<file path="src/rtl/sccb_pkg.sv">
// rtl/sccb_pkg.sv - shared SCCB constants, state encoding and bit-count width
package sccb_pkg;

  localparam logic [6:0] SCCB_DEV_ADDR = 7'h3C;
  localparam int unsigned BIT_CNT_W = 4;
  localparam logic [3:0] LAST_BIT  = 4'd7;
  localparam logic [3:0] ACK_PHASE = 4'd8;

  localparam logic SCCB_ACK  = 1'b0;
  localparam logic SCCB_NACK = 1'b1;

  typedef logic [3:0] sccb_state_t;

  localparam logic [3:0] ST_IDLE    = 4'd0;
  localparam logic [3:0] ST_DEV     = 4'd1;
  localparam logic [3:0] ST_ACK_DEV = 4'd2;
  localparam logic [3:0] ST_SUB_HI  = 4'd3;
  localparam logic [3:0] ST_ACK_HI  = 4'd4;
  localparam logic [3:0] ST_SUB_LO  = 4'd5;
  localparam logic [3:0] ST_ACK_LO  = 4'd6;
  localparam logic [3:0] ST_WDATA   = 4'd7;
  localparam logic [3:0] ST_ACK_W   = 4'd8;
  localparam logic [3:0] ST_RDATA   = 4'd9;
  localparam logic [3:0] ST_ACK_R   = 4'd10;
  localparam logic [3:0] ST_IGNORE  = 4'd11;

endpackage

</file>
<file path="src/rtl/sccb_target_if.sv">
// rtl/sccb_target_if.sv - SCCB pins plus register-file port of the SCCB target
interface sccb_target_if;

  logic        scl_i;
  logic        sda_i;
  logic        sda_oe;
  logic [15:0] reg_addr;
  logic [7:0]  reg_wdata;
  logic        reg_we;
  logic        reg_re;
  logic [7:0]  reg_rdata;
  logic        busy;

  modport slave (
    input  scl_i, sda_i, reg_rdata,
    output sda_oe, reg_addr, reg_wdata, reg_we, reg_re, busy
  );

  modport master (
    output scl_i, sda_i, reg_rdata,
    input  sda_oe, reg_addr, reg_wdata, reg_we, reg_re, busy
  );

endinterface

</file>
<file path="src/rtl/sccb_bus_sync.sv">
// rtl/sccb_bus_sync.sv - SCL/SDA synchronizer with edge, START and STOP detection
module sccb_bus_sync (
  input  logic clk,
  input  logic rst,
  input  logic scl_i,
  input  logic sda_i,
  output logic scl_rise,
  output logic scl_fall,
  output logic start,
  output logic stop,
  output logic sda_s
);

  logic [1:0] scl_sync_q, scl_sync_d;
  logic [1:0] sda_sync_q, sda_sync_d;
  logic       scl_hist_q, scl_hist_d;
  logic       sda_hist_q, sda_hist_d;
  logic       rise_q, rise_d, fall_q, fall_d;
  logic       start_q, start_d, stop_q, stop_d;
  logic       sda_q, sda_d;

  always_comb begin
    scl_sync_d = {scl_sync_q[0], scl_i};
    sda_sync_d = {sda_sync_q[0], sda_i};
    scl_hist_d = scl_sync_q[1];
    sda_hist_d = sda_sync_q[1];
    rise_d     = scl_sync_q[1] & ~scl_hist_q;
    fall_d     = ~scl_sync_q[1] & scl_hist_q;
    stop_d     = scl_sync_q[1] & scl_hist_q & sda_sync_q[1] & ~sda_hist_q;
    // STOP wins should a glitch ever make both look true
    start_d    = scl_sync_q[1] & scl_hist_q & ~sda_sync_q[1] & sda_hist_q & ~stop_d;
    sda_d      = sda_sync_q[1];
  end

  // Reset to the idle-high bus so leaving reset creates no spurious edges
  always_ff @(posedge clk) begin
    if (rst) begin
      scl_sync_q <= 2'b11;
      sda_sync_q <= 2'b11;
      scl_hist_q <= 1'b1;
      sda_hist_q <= 1'b1;
      rise_q     <= 1'b0;
      fall_q     <= 1'b0;
      start_q    <= 1'b0;
      stop_q     <= 1'b0;
      sda_q      <= 1'b1;
    end else begin
      scl_sync_q <= scl_sync_d;
      sda_sync_q <= sda_sync_d;
      scl_hist_q <= scl_hist_d;
      sda_hist_q <= sda_hist_d;
      rise_q     <= rise_d;
      fall_q     <= fall_d;
      start_q    <= start_d;
      stop_q     <= stop_d;
      sda_q      <= sda_d;
    end
  end

  assign scl_rise = rise_q;
  assign scl_fall = fall_q;
  assign start    = start_q;
  assign stop     = stop_q;
  assign sda_s    = sda_q;

endmodule

</file>
<file path="src/rtl/sccb_target.sv">
// rtl/sccb_target.sv - SCCB target: device/sub-address decode, byte ACK, register-file port
module sccb_target
  import sccb_pkg::*;
#(
  parameter logic [6:0]  DEV_ADDR = SCCB_DEV_ADDR,
  parameter int unsigned RD_LAT   = 2
) (
  input logic          clk,
  input logic          rst,
  sccb_target_if.slave bus
);

  logic scl_rise, scl_fall, start, stop, sda_s;

  sccb_bus_sync u_sync (
    .clk      (clk),
    .rst      (rst),
    .scl_i    (bus.scl_i),
    .sda_i    (bus.sda_i),
    .scl_rise (scl_rise),
    .scl_fall (scl_fall),
    .start    (start),
    .stop     (stop),
    .sda_s    (sda_s)
  );

  sccb_state_t          state_q, state_d;
  logic [BIT_CNT_W-1:0] bit_cnt_q, bit_cnt_d;
  logic [6:0]           rx_q, rx_d;
  logic [7:0]           tx_q, tx_d;
  logic [7:0]           addr_hi_q, addr_hi_d;
  logic [7:0]           wdata_q, wdata_d;
  logic [15:0]          addr_q, addr_d;
  logic [2:0]           rd_cnt_q, rd_cnt_d;
  logic                 rw_q, rw_d;
  logic                 we_q, we_d;
  logic                 re_q, re_d;
  logic                 oe_q, oe_d;
  logic                 busy_q, busy_d;
  logic [7:0]           rx_byte;

  always_comb begin
    state_d   = state_q;
    bit_cnt_d = bit_cnt_q;
    rx_d      = rx_q;
    tx_d      = tx_q;
    addr_hi_d = addr_hi_q;
    wdata_d   = wdata_q;
    addr_d    = addr_q;
    rd_cnt_d  = rd_cnt_q;
    rw_d      = rw_q;
    we_d      = 1'b0;
    re_d      = 1'b0;
    oe_d      = oe_q;
    busy_d    = busy_q;
    rx_byte   = {rx_q, sda_s};

    if (we_q) addr_d = addr_q + 16'd1;

    // Read data lands in the TX register a fixed RD_LAT clks after reg_re
    if (rd_cnt_q != 3'd0) begin
      rd_cnt_d = rd_cnt_q - 3'd1;
      if (rd_cnt_q == 3'd1) tx_d = bus.reg_rdata;
    end
    if (re_q) rd_cnt_d = 3'(RD_LAT);

    if (stop) begin
      state_d = ST_IDLE;
      oe_d    = 1'b0;
      busy_d  = 1'b0;
    end else if (start) begin
      state_d   = ST_DEV;
      bit_cnt_d = '0;
      oe_d      = 1'b0;
    end else begin
      case (state_q)
        ST_DEV, ST_SUB_HI, ST_SUB_LO, ST_WDATA: begin
          if (scl_rise) begin
            rx_d = rx_byte[6:0];
            if (bit_cnt_q == LAST_BIT) begin
              bit_cnt_d = '0;
              case (state_q)
                ST_DEV: begin
                  if (rx_byte[7:1] == DEV_ADDR) begin
                    state_d = ST_ACK_DEV;
                    rw_d    = rx_byte[0];
                    re_d    = rx_byte[0];
                    busy_d  = 1'b1;
                  end else begin
                    state_d = ST_IGNORE;
                    busy_d  = 1'b0;
                  end
                end
                ST_SUB_HI: begin
                  addr_hi_d = rx_byte;
                  state_d   = ST_ACK_HI;
                end
                ST_SUB_LO: begin
                  addr_d  = {addr_hi_q, rx_byte};
                  state_d = ST_ACK_LO;
                end
                default: begin
                  we_d    = 1'b1;
                  wdata_d = rx_byte;
                  state_d = ST_ACK_W;
                end
              endcase
            end else begin
              bit_cnt_d = bit_cnt_q + 1'b1;
            end
          end
        end

        // ACK_PHASE in bit_cnt marks that the 9th rise has been seen
        ST_ACK_DEV, ST_ACK_HI, ST_ACK_LO, ST_ACK_W: begin
          if (scl_rise) begin
            bit_cnt_d = ACK_PHASE;
          end else if (scl_fall) begin
            if (bit_cnt_q == ACK_PHASE) begin
              bit_cnt_d = '0;
              oe_d      = 1'b0;
              case (state_q)
                ST_ACK_DEV: begin
                  if (rw_q) begin
                    state_d = ST_RDATA;
                    oe_d    = ~tx_q[7];
                    tx_d    = {tx_q[6:0], 1'b0};
                  end else begin
                    state_d = ST_SUB_HI;
                  end
                end
                ST_ACK_HI: state_d = ST_SUB_LO;
                default:   state_d = ST_WDATA;
              endcase
            end else begin
              oe_d = ~SCCB_ACK;
            end
          end
        end

        ST_RDATA: begin
          if (scl_rise) begin
            if (bit_cnt_q == LAST_BIT) begin
              bit_cnt_d = '0;
              state_d   = ST_ACK_R;
            end else begin
              bit_cnt_d = bit_cnt_q + 1'b1;
            end
          end else if (scl_fall && bit_cnt_q != '0) begin
            oe_d = ~tx_q[7];
            tx_d = {tx_q[6:0], 1'b0};
          end
        end

        ST_ACK_R: begin
          if (scl_rise) begin
            if (sda_s == SCCB_NACK) begin
              state_d = ST_IGNORE;
              oe_d    = 1'b0;
            end else begin
              addr_d    = addr_q + 16'd1;
              re_d      = 1'b1;
              bit_cnt_d = ACK_PHASE;
            end
          end else if (scl_fall) begin
            if (bit_cnt_q == ACK_PHASE) begin
              bit_cnt_d = '0;
              state_d   = ST_RDATA;
              oe_d      = ~tx_q[7];
              tx_d      = {tx_q[6:0], 1'b0};
            end else begin
              oe_d = 1'b0;
            end
          end
        end

        default: ;
      endcase
    end
  end

  always_ff @(posedge clk) begin
    if (rst) begin
      state_q   <= ST_IDLE;
      bit_cnt_q <= '0;
      rx_q      <= '0;
      tx_q      <= '0;
      addr_hi_q <= '0;
      wdata_q   <= '0;
      addr_q    <= '0;
      rd_cnt_q  <= '0;
      rw_q      <= 1'b0;
      we_q      <= 1'b0;
      re_q      <= 1'b0;
      oe_q      <= 1'b0;
      busy_q    <= 1'b0;
    end else begin
      state_q   <= state_d;
      bit_cnt_q <= bit_cnt_d;
      rx_q      <= rx_d;
      tx_q      <= tx_d;
      addr_hi_q <= addr_hi_d;
      wdata_q   <= wdata_d;
      addr_q    <= addr_d;
      rd_cnt_q  <= rd_cnt_d;
      rw_q      <= rw_d;
      we_q      <= we_d;
      re_q      <= re_d;
      oe_q      <= oe_d;
      busy_q    <= busy_d;
    end
  end

  assign bus.sda_oe    = oe_q;
  assign bus.reg_addr  = addr_q;
  assign bus.reg_wdata = wdata_q;
  assign bus.reg_we    = we_q;
  assign bus.reg_re    = re_q;
  assign bus.busy      = busy_q;

endmodule

</file>
<file path="src/flat_wrapper.sv">
// flat-port wrapper written by rule: the top's interface ports become plain ports
module sccb_target_flat import sccb_pkg::*;
#(
  parameter logic [6:0]  DEV_ADDR = SCCB_DEV_ADDR,
  parameter int unsigned RD_LAT   = 2
)
  (clk, rst, bus_scl_i, bus_sda_i, bus_reg_rdata, bus_sda_oe, bus_reg_addr, bus_reg_wdata, bus_reg_we, bus_reg_re, bus_busy);
  sccb_target_if bus_i ();
  input logic clk;
  input logic rst;
  input wire logic [$bits(bus_i.scl_i)-1:0] bus_scl_i;
  input wire logic [$bits(bus_i.sda_i)-1:0] bus_sda_i;
  input wire logic [$bits(bus_i.reg_rdata)-1:0] bus_reg_rdata;
  output wire logic [$bits(bus_i.sda_oe)-1:0] bus_sda_oe;
  output wire logic [$bits(bus_i.reg_addr)-1:0] bus_reg_addr;
  output wire logic [$bits(bus_i.reg_wdata)-1:0] bus_reg_wdata;
  output wire logic [$bits(bus_i.reg_we)-1:0] bus_reg_we;
  output wire logic [$bits(bus_i.reg_re)-1:0] bus_reg_re;
  output wire logic [$bits(bus_i.busy)-1:0] bus_busy;
  assign bus_i.scl_i = bus_scl_i;
  assign bus_i.sda_i = bus_sda_i;
  assign bus_i.reg_rdata = bus_reg_rdata;
  assign bus_sda_oe = bus_i.sda_oe;
  assign bus_reg_addr = bus_i.reg_addr;
  assign bus_reg_wdata = bus_i.reg_wdata;
  assign bus_reg_we = bus_i.reg_we;
  assign bus_reg_re = bus_i.reg_re;
  assign bus_busy = bus_i.busy;
  sccb_target #(.DEV_ADDR(DEV_ADDR), .RD_LAT(RD_LAT)) u_core (.clk(clk), .rst(rst), .bus(bus_i));
endmodule
</file>
<file path="config.mk">
export PLATFORM = sky130hd
export DESIGN_NAME = sccb_target_flat
export DESIGN_NICKNAME = d
export VERILOG_FILES = /design/src/rtl/sccb_pkg.sv /design/src/rtl/sccb_target_if.sv /design/src/rtl/sccb_bus_sync.sv /design/src/rtl/sccb_target.sv /design/src/flat_wrapper.sv
export SDC_FILE = /design/constraint.sdc
export NUM_CORES = 1
export LEC_CHECK = 0
export ABC_AREA = 1
export CAP_MARGIN = 15
export CELL_PAD_IN_SITES_DETAIL_PLACEMENT = 2
export CELL_PAD_IN_SITES_GLOBAL_PLACEMENT = 2
export CORE_MARGIN = 4
export CORE_UTILIZATION = 39
export CTS_BUF_LIST = sky130_fd_sc_hd__clkbuf_4
export CTS_CLUSTER_DIAMETER = 40
export DETAILED_ROUTE_END_ITERATION = 10
export DONT_BUFFER_PORTS = 1
export GPL_TIMING_DRIVEN = 1
export MAX_ROUTING_LAYER = met4
export PLACE_DENSITY_LB_ADDON = 0.15
export SLEW_MARGIN = 15
export SYNTH_ARGS = -nofsm -noshare
export SYNTH_HDL_FRONTEND = slang
export SYNTH_SLANG_ARGS = --single-unit
</file>
<file path="constraint.sdc">
create_clock -name clk -period 2.9 [get_ports clk]
set_clock_uncertainty 0.1 [all_clocks]
set_input_delay 0.435 -clock clk [delete_from_list [all_inputs] [get_ports clk]]
set_output_delay 0.435 -clock clk [all_outputs]
set_load 0.02 [all_outputs]
</file>
==> results of run 1 <==
kinds of logic after synthesis:
| family | count (synthesis) |
|---|---|
| buf+inv | 83 |
| mux | 8 |
| flops | 73 |
| fa+ha+maj | 3 |
| simple gates | 326 |
| compound gates | 116 |
| xor+xnor | 6 |
cell usage after synthesis (2+ instances only):
cell type    n  area (um2)
nand3_1     40         200
buf_1        2        7.51
nor3_1      10        50.1
o21ai_0     53         265
nor2_1      54         203
nor2_4       3        33.8
inv_2        5        18.8
a31oi_1      2        12.5
nor2_2       8        50.1
a21oi_2      2        17.5
buf_4        2        15.0
a21oi_1     42         210
clkbuf_1     6        22.5
o22ai_1      3        18.8
inv_1       62         233
mux2_2       7        78.8
or2_2        6        37.5
buf_2        3        15.0
o31ai_1      2        15.0
xor2_1       5        43.8
a22oi_1      2        15.0
nand2_2      3        18.8
ha_1         3        37.5
o211ai_1     2        15.0
nand4_1      8        50.1
nand2_1    184         691
o21ai_1      3        15.0
nor3_2       3        30.0
dfxtp_1     73        1460
nand3b_1     3        22.5
o21ai_2      2        17.5
stage by stage:
stage               power (mW)  hold slack (ns)  instances  setup WS (ns)  utilization
floorplan                 1.63            0.289        615           1.12            -
global placement          1.77            0.291        738          0.728        0.420
detailed placement        1.82            0.314        738          0.519        0.420
CTS                       2.54           0.0425        757          0.408        0.437
global route              2.69           0.0518        757          0.234        0.437
finish                    2.53           0.0499        757          0.397        0.437
what timing repair did:
item	CTS	global route
hold endpoints to repair	21	0
setup endpoints to repair	0	0
hold buffers	3	0
final cells by class:
type                    count  area, um2
fillers                  1227       5580
multi-input cells         459       2240
flip-flops and latches     73       1460
inverters                  68        256
well taps                 133        166
clock inverters             7       78.8
clock buffers               9       67.6
repair buffers              8       67.6
cells in the final DEF (no fill, tap or decap), drive strengths merged:
cell type	count
a31oi	2
o31ai	2
o2111ai	1
ha	3
clkinvlp	2
dlygate4sd3	3
or2	6
nand3	41
nand4	8
nor3	13
a21boi	1
xnor2	1
clkbuf	9
o22ai	3
clkinv	3
nor4	2
o21ai	58
nor2	65
bufinv	1
dfxtp	73
nand2	187
o211ai	2
a22oi	2
a21oi	44
buf	5
nand3b	3
o21bai	1
inv	69
mux2i	1
xor2	5
nor3b	1
mux2	7
power by group through the flow:
stage	logic, mW	registers [mW]	clock network, mW
finish	0.705	1.11	0.719
global placement	0.639	1.13	0
CTS	0.703	1.11	0.723
detailed placement	0.686	1.13	0
global route	0.799	1.12	0.772
floorplan	0.509	1.12	0
per-layer routing:
layer  GRT usage  part of all wire  vias up
li1            -                 -     2016
met1       0.320              0.45     2141
met2       0.466              0.49       91
met3      0.0487             0.040       24
met4      0.0757             0.019        0
met5           -                 0        -
how the worst max path moves through the flow:
stage | startpoint | to | slack [ns] | cells past startpoint
3_3_place_gp | u_core.bit_cnt_q[0]$_SDFFE_PP0P_ | u_core.bus.reg_addr[12]$_SDFF_PP0_ | 0.73 | 12
3_5_place_dp | u_core.bit_cnt_q[0]$_SDFFE_PP0P_ | u_core.bus.reg_addr[15]$_SDFF_PP0_ | 0.52 | 12
4_1_cts | u_core.bit_cnt_q[0]$_SDFFE_PP0P_ | u_core.bus.reg_addr[14]$_SDFF_PP0_ | 0.41 | 10
2_1_floorplan | u_core.bus.reg_addr[0]$_SDFF_PP0_ | u_core.bus.reg_addr[10]$_SDFF_PP0_ | 1.12 | 12
6_report | u_core.bit_cnt_q[0]$_SDFFE_PP0P_ | u_core.bus.reg_addr[14]$_SDFF_PP0_ | 0.40 | 10
5_1_grt | u_core.bit_cnt_q[0]$_SDFFE_PP0P_ | u_core.bus.reg_addr[6]$_SDFF_PP0_ | 0.23 | 10
sequential cells by signal, indices dropped and copies added, names as in the netlist, 2 cells and up:
signal / count
u_core.bus.reg_wdata: 8
u_core.tx_q: 8
u_core.u_sync.scl_sync_q: 2
u_core.bit_cnt_q: 4
u_core.addr_hi_q: 8
u_core.bus.reg_addr: 16
u_core.state_q: 4
u_core.rx_q: 7
u_core.rd_cnt_q: 3
u_core.u_sync.sda_sync_q: 2
==> qor.csv, run 1 <==
metric,value,unit
synth-simple-area-share,0.355,
cts_resized,0,
overflow,0,
critical_path_class,flop to flop,
grt_pass1_vias,4668,
worstPathArrival,2.76,ns
clockBufferDepth,2,
cts-root-buf,clkbuf_4,
clkPwrFrac,0.283,
synth_edf_count,0,
avgSynthCellArea,6.55,um2
nets,634,
combPwrFrac,0.278,
postPlaceCellArea,4160,um2
cts_buffers,9,
synthesis.nets,630,
hpwl,11000,um
setup_viol,0,
seqPwrFrac,0.438,
final.min_clock_period,2.50,ns
synth_seq_cells,73,
die-area,12000,um2
p_switching,1.01,mW
muxShareOfSynthArea,0.0220,
final_area,4330,um2
start_util,0.407,
tightest_slew,0.936,ns
crit_fanout,13,
start_kind,flop,
antenna_found_initial,0,
path_clk_slew,0.15,ns
post_drt_wl_per_cell,19.7,um
rsz0062_at_grt,false,
critical-path-top-delay-family,simple AND/OR/NAND/NOR gates,
r2r_end,u_core.bus.reg_addr[14]$_SDFF_PP0_,
leakage,1.77,nW
clock_latency,0.46,ns
min_from,rst,
cts_tree,done,
track_usage,0.269,
finalCritPeriodShare,0.863,
seq_area_frac_synth,0.363,
place.gp.congestion,0.882,
hold_viol,0,
hold_path_class,input port to flop,
antennaDiodeCount,0,
endpoint_kind,flop,
io_pins,40,
drive_gt1_frac,0.101,
core_region_area,9910,um2
routed_wl,14900,um
drc,0,
synth_area,4030,um2
numPortBuffers,0,
synth_top_family_by_area,simple AND/OR/NAND/NOR gates,
synth_fa_ha_area_frac,0.00931,
r2r_start,u_core.bit_cnt_q[0]$_SDFFE_PP0P_,
vias_per_cell,5.64,
synth_compound_area_frac,0.155,
crit_buf_inv,0,
drtIter0Drc,211,
row_count,36,
worstHoldEndpoint,u_core.rd_cnt_q[0]$_SDFFE_PP0N_,
ys.flop_type,dfxtp_1,
drv_cap,0,
ir_drop,316,uV
cts_sinks,73,
hold_depth,2,
cts_setup_buffers,0,
p_per_area,585,nW/um2
crit_required,3.16,ns
async_reset_ff_frac,0,
grt_pass1_wl,24000,um
max_slew_margin,0.375,
first_pass_iters,7,
dr_total_vias,4272,
reg2reg_slack,0.40,ns
crit_chain,ha_1 -> nand2_1 -> nor2_2 -> nand2_1 -> nor2_2 -> nor2_2 -> nor2_4 -> nor2_1 -> o21ai_0 -> nand2_1,
flow.area_growth_from_synthesis,7.54,%
r2r_cells,10,
max_freq,400,MHz
slowest_delay,0.45,ns
die_w,110,um
status,completed,
netlist_instances,615,
drv_slew,0,
finalSetupTns,0,ns
h-tree-depth,3,
synth_warnings,0,
crit_path_top_delay_cell,nor2_2,
synthDistinctLibCells,43,
grt_max_degree,33,
die_h,110,um
synth_xor_area_frac,0.0130,
ant_nets,0,
p_int,1.52,mW
switching_share,0.400,
Note: power is estimated with default switching activity, not from simulation.
==> run 2, diff against run 1 <==
Settings changed: ABC_AREA 1 to default, CORE_UTILIZATION 39 to 43.
==> run 2 against run 1 <==
- total power down 7.1%
- worst setup slack worse by 0.075 ns
- wire length down 16%
- final area down 4.0%
- flip-flop and latch count unchanged
- largest power group unchanged
- via count down 21%
- synthesized area down 4.5%
- first-iteration DRC count down 43%
- register-to-register slack worse by 0.07 ns
==> qor.csv, run 2 <==
metric,value,unit,change
post-route-util,0.477,,+0.0397
cts_tree,done,,
synth_warnings,0,,unchanged
max_freq,388,MHz,-2.9%
die_h,103,um,-6.4%
leakage,1.46,nW,-17%
antenna_found_initial,0,,unchanged
rsz0062_at_grt,false,,
hold_viol,0,,unchanged
first_pass_iters,4,,-3
path_depth,5,,-5
ant_nets,0,,unchanged
switching_share,0.347,,-0.0530
io_pins,40,,unchanged
yosysTopAreaCellShare,0.380,,+0.0172
synth_edf_count,0,,unchanged
drv_cap,0,,unchanged
num-fill-cells,988,,-19%
critical-path-top-delay-family,simple AND/OR/NAND/NOR gates,,
cts_buffers,9,,unchanged
core_region_area,8720,um2,-12%
stdcell_count,555,,-27%
post_drt_wl_per_cell,22.5,um,+14%
clockBufferDepth,2,,unchanged
ir_drop,236,uV,-25%
final.min_clock_period,2.58,ns,+0.0748 ns
final_common_cell,dfxtp_1,,
synth_seq_cells,73,,unchanged
finalSetupTns,0,ns,unchanged
crit_chain,nand2_1 -> or3_1 -> nor3_4 -> mux2i_1 -> nor2_1,,
final_area,4160,um2,-4.0%
p_per_area,566,nW/um2,-3.2%
slowest_delay,0.66,ns,+0.21 ns
status,completed,,
die-area,10500,um2,-12%
finalCritPeriodShare,0.889,,+0.0258
tightest_slew,0.737,ns,-0.199 ns
crit_fanout,14,,+1
synthDistinctLibCells,63,,+47%
cts_sinks,73,,unchanged
place_ws,0.382,ns,-0.137 ns
hold_path_class,input port to flop,,
numPortBuffers,0,,unchanged
drc,0,,unchanged
hpwl,8640,um,-21%
place.gp.congestion,0.802,,-9.0%
grt_pass1_wl,20300,um,-15%
flow.area_growth_from_synthesis,8.13,%,
crit_path_top_delay_cell,dfxtp_1,,
synth_area,3850,um2,-4.5%
setup_viol,0,,unchanged
worstPathArrival,2.81,ns,+0.05 ns
path_clk_slew,0.14,ns,about the same
setup_slack,0.323,ns,-0.0748 ns
track_usage,0.260,,-0.00966
vias_per_cell,6.08,,+7.8%
seq_area_frac_synth,0.380,,+0.0172
antennaDiodeCount,0,,unchanged
drive_gt1_frac,0.112,,+0.0109
max_slew_margin,0.509,,+0.133
synth_top_cell_by_area,dfxtp_1,,
cts_setup_buffers,0,,unchanged
h-tree-depth,3,,unchanged
crit_required,3.13,ns,-0.03 ns
most-common-layout-cells,"dfxtp_1 (73), nor2_1 (57), mux2i_1 (38)",,
dr_total_vias,3375,,-21%
ys.flop_type,dfxtp_1,,
start_util,0.441,,+0.0345
p_int,1.54,mW,+1.1%
netlist_top_cells_count,"dfxtp_1 (73), nor2_1 (57), mux2i_1 (38), nand2_1 (18), a21oi_1 (17)",,
critical_path_class,flop to flop,,
p_switching,0.817,mW,-19%
crit_buf_inv,0,,unchanged
cts_resized,0,,unchanged
seqPwrFrac,0.471,,+0.033
avgSynthCellArea,8.70,um2,+33%
placedCellCount,535,,-28%
netlist_instances,442,,-28%
drv_slew,0,,unchanged
async_reset_ff_frac,0,,unchanged
endpoint_kind,flop,,
synthTopCellsByArea,"dfxtp_1 (38%), mux2i_1 (9.9%), nor2_1 (5.6%), xor2_1 (3.4%), xnor2_1 (2.7%)",,
overflow,0,,unchanged
combPwrFrac,0.239,,-0.039
clock_latency,0.44,ns,-0.02 ns
drtIter0Drc,121,,-43%
largest_reg_flops,16,,unchanged
start_kind,flop,,
clkPwrFrac,0.290,,+0.007
row_count,34,,-5.6%
hold_depth,2,,unchanged
die_w,103,um,-6.4%
routed_wl,12500,um,-16%
postPlaceCellArea,3970,um2,-4.6%
grt_pass1_vias,3692,,-21%
cts-root-buf,clkbuf_4,,
nets,457,,-28%
synthesis.nets,457,,-27%
grt_max_degree,48,,+45%
synth_most_common_cell,dfxtp_1,,
r2r_cells,5,,-5
-- run 2: per-stage QoR --
step | hold slack, ns | power, mW
2_1_floorplan | 0.289 | 1.56
3_3_place_gp | 0.293 | 1.65
3_5_place_dp | 0.314 | 1.67
4_1_cts | 0.0637 | 2.37
5_1_grt | 0.0614 | 2.49
6_report | 0.0876 | 2.36
-- run 2: layer usage --
layer / vias up / global-route usage / share of wire
met5: - / - / 0
met4: 0 / 0.0979 / 0.027
met3: 26 / 0.0487 / 0.037
met2: 60 / 0.435 / 0.50
met1: 1706 / 0.309 / 0.43
li1: 1583 / - / -
-- run 2: cell families after synthesis --
kind of cell             share of synthesized area
buffers and inverters                       0.0514
XOR/XNOR                                    0.0615
multiplexers                                0.0989
AND/OR/NAND/NOR                              0.224
adder cells (fa/ha/maj)                    0.00976
flip-flops                                   0.380
AO/OA/AOI/OAI                                0.175
-- run 2: worst register-to-register path: stages (launching register included) --
cell and delay, ns:
dfxtp_1 0.66, nand2_1 0.21, or3_1 0.59, nor3_4 0.57, mux2i_1 0.29, nor2_1 0.05
-- run 2: area by class of cell --
class	count	area (um2)	area share
Clock buffer	9	67.6	0.0162
Clock inverter	7	76.3	0.0183
Inverter	11	41.3	0.00992
Multi-Input combinational cell	325	2190	0.527
Sequential cell	73	1460	0.351
Tap cell	108	135	0.0325
Timing Repair Buffer	22	185	0.0445
-- run 2: what timing repair did --
item                                    4_1_cts  5_1_grt
hold buffers                                  4        0
endpoints found under the setup margin        0        0
hold endpoints to repair                     49        0
-- run 2: power groups by stage --
stage / clock [mW] / combinational, mW / sequential [mW]
2_1_floorplan: 0 / 0.485 / 1.08
3_3_place_gp: 0 / 0.522 / 1.12
3_5_place_dp: 0 / 0.539 / 1.13
4_1_cts: 0.698 / 0.564 / 1.11
5_1_grt: 0.752 / 0.622 / 1.12
6_report: 0.683 / 0.562 / 1.11
-- run 2: path summary, 6_finish.rpt --
check                                                             from                                     end  slack [ns]
worst max register to register       u_core.u_sync.scl_rise$_SDFF_PP0_    u_core.bus.reg_wdata[6]$_SDFFE_PP0P_        0.32
worst min-delay path                                  bus_reg_rdata[0]               u_core.tx_q[0]$_SDFF_PP0_        0.09
worst min register to register  u_core.u_sync.scl_sync_q[0]$_SDFF_PP1_  u_core.u_sync.scl_sync_q[1]$_SDFF_PP1_        0.33
worst max-delay path                 u_core.u_sync.scl_rise$_SDFF_PP0_    u_core.bus.reg_wdata[6]$_SDFFE_PP0P_        0.32
==> run 3, diff against run 2 <==
Settings changed: CORE_ASPECT_RATIO from default to 1.4, CORE_UTILIZATION 43 to 39, DONT_BUFFER_PORTS 1 to default.
==> run 3 against run 2 <==
- critical path depth stayed put
- largest cell class unchanged
- register-to-register slack better by 0.05 ns
- clock-buffer cell count stayed put
- sequential share of layout area is 2.5 points lower
- final area is 7.6% higher
- flip-flop and latch count stayed put
- worst setup slack better by 0.050 ns
==> qor.csv, run 3 (same netlist as run 2, synthesis figures left out) <==
metric,value,unit,change
die-area,11500,um2,+9.7%
path_clk_slew,0.13,ns,about the same
cts_resized,0,,unchanged
max_freq,396,MHz,+2.0%
overflow,0,,unchanged
cts_tree,done,,
drv_cap,0,,unchanged
hold_viol,0,,unchanged
start_util,0.402,,-0.0389
io_pins,40,,unchanged
critical_path_class,flop to flop,,
clock_latency,0.44,ns,about the same
final.min_clock_period,2.53,ns,-0.0502 ns
most-common-layout-cells,"dfxtp_1 (73), nor2_1 (57), mux2i_1 (38), clkdlybuf4s50_1 (38), nand2_1 (18)",,
core_region_area,9560,um2,+9.7%
holdBufCountCts,0,,-4
status,completed,,
cts_buffers,9,,unchanged
drc,0,,unchanged
cts_setup_buffers,0,,unchanged
dr_total_vias,3481,,+3.1%
h-tree-depth,3,,unchanged
drtIter0Drc,81,,-33%
tightest_slew,0.805,ns,+0.0681 ns
worstPathArrival,2.78,ns,-0.03 ns
ant_nets,0,,unchanged
grt_pass1_vias,3832,,+3.8%
start_kind,flop,,
routed_wl,12600,um,+0.66%
place.gp.congestion,0.869,,+8.3%
p_per_area,526,nW/um2,-7.0%
drv_slew,0,,unchanged
hpwl,8900,um,+3.0%
flow.area_growth_from_synthesis,16.4,%,
hold_slack,0.162,ns,+0.0746 ns
post_drt_wl_per_cell,20.7,um,-8.1%
largest_reg_flops,16,,unchanged
setup_viol,0,,unchanged
final_common_cell,dfxtp_1,,
finalCritPeriodShare,0.871,,-0.0173
vias_per_cell,5.73,,-5.9%
post-route-util,0.468,,-0.00896
clockBufferDepth,2,,unchanged
antenna_found_initial,1,,+1
power,2.36,mW,about the same
nets,485,,+6.1%
cts_sinks,73,,unchanged
endpoint_kind,flop,,
cts-root-buf,clkbuf_4,,
grt_pass1_wl,20600,um,+1.3%
rsz0062_at_grt,false,,
finalSetupTns,0,ns,unchanged
grt_max_degree,54,,+13%
die_w,91.9,um,-10%
max_slew_margin,0.462,,-0.0462
die_h,126,um,+22%
leakage,1.55,nW,+5.7%
numPortBuffers,39,,+39
crit_required,3.16,ns,+0.03 ns
ir_drop,193,uV,-18%
hold_path_class,input port to flop,,
row_count,42,,+24%
first_pass_iters,5,,+1
drive_gt1_frac,0.0905,,-0.0213
crit_fanout,22,,+8
track_usage,0.233,,-0.0267
==> run 3: worst paths after layout <==
path,to,depth (start not counted),start,slack (ns)
worst min register to register,u_core.u_sync.sda_sync_q[1]$_SDFF_PP1_,1,u_core.u_sync.sda_sync_q[0]$_SDFF_PP1_,0.34
worst max-delay path,u_core.tx_q[7]$_SDFF_PP0_,5,u_core.state_q[2]$_SDFFE_PP0P_,0.37
worst max register to register,u_core.tx_q[7]$_SDFF_PP0_,5,u_core.state_q[2]$_SDFFE_PP0P_,0.37
worst min-delay path,u_core.addr_hi_q[6]$_SDFFE_PP0P_,2,rst,0.16
==> run 3: critical path, stage by stage (launching register included) <==
cell and delay, ns:
dfxtp_1 0.87, nand2b_1 0.41, nor3_1 0.13, o211ai_2 0.55, nor2_1 0.14, a211oi_1 0.25
==> run 3: where the power goes <==
part / switching (mW) / leakage (nW) / internal (mW) / total, mW
Combinational: 0.330 / 0.879 / 0.236 / 0.566
Clock: 0.412 / 0.0785 / 0.270 / 0.682
Sequential: 0.0764 / 0.589 / 1.03 / 1.11
Total: 0.818 / 1.55 / 1.54 / 2.36
==> run 3: stage by stage <==
step                cells  area (um2)  setup slack, ns
global placement      591        4330            0.464
CTS                   607        4470            0.369
global route          608        4480            0.153
detailed placement    591        4330            0.400
finish                608        4480            0.373
floorplan             442        3850            0.915
==> run 3: cell type report <==
type	count	area, um2
Fill cell	1083	5090
Inverter	11	41.3
Sequential cell	73	1460
Antenna cell	1	2.50
Tap cell	132	165
Clock inverter	7	77.6
Clock buffer	9	67.6
Multi-Input combinational cell	325	2190
Timing Repair Buffer	50	468
==> run 3: per-layer routing <==
metal  global-route usage  vias up  part of all wire
li1                     -     1638                 -
met1                0.253     1751              0.39
met2                0.414       63              0.54
met3               0.0409       29             0.023
met4               0.0945        0             0.038
met5                    -        -                 0
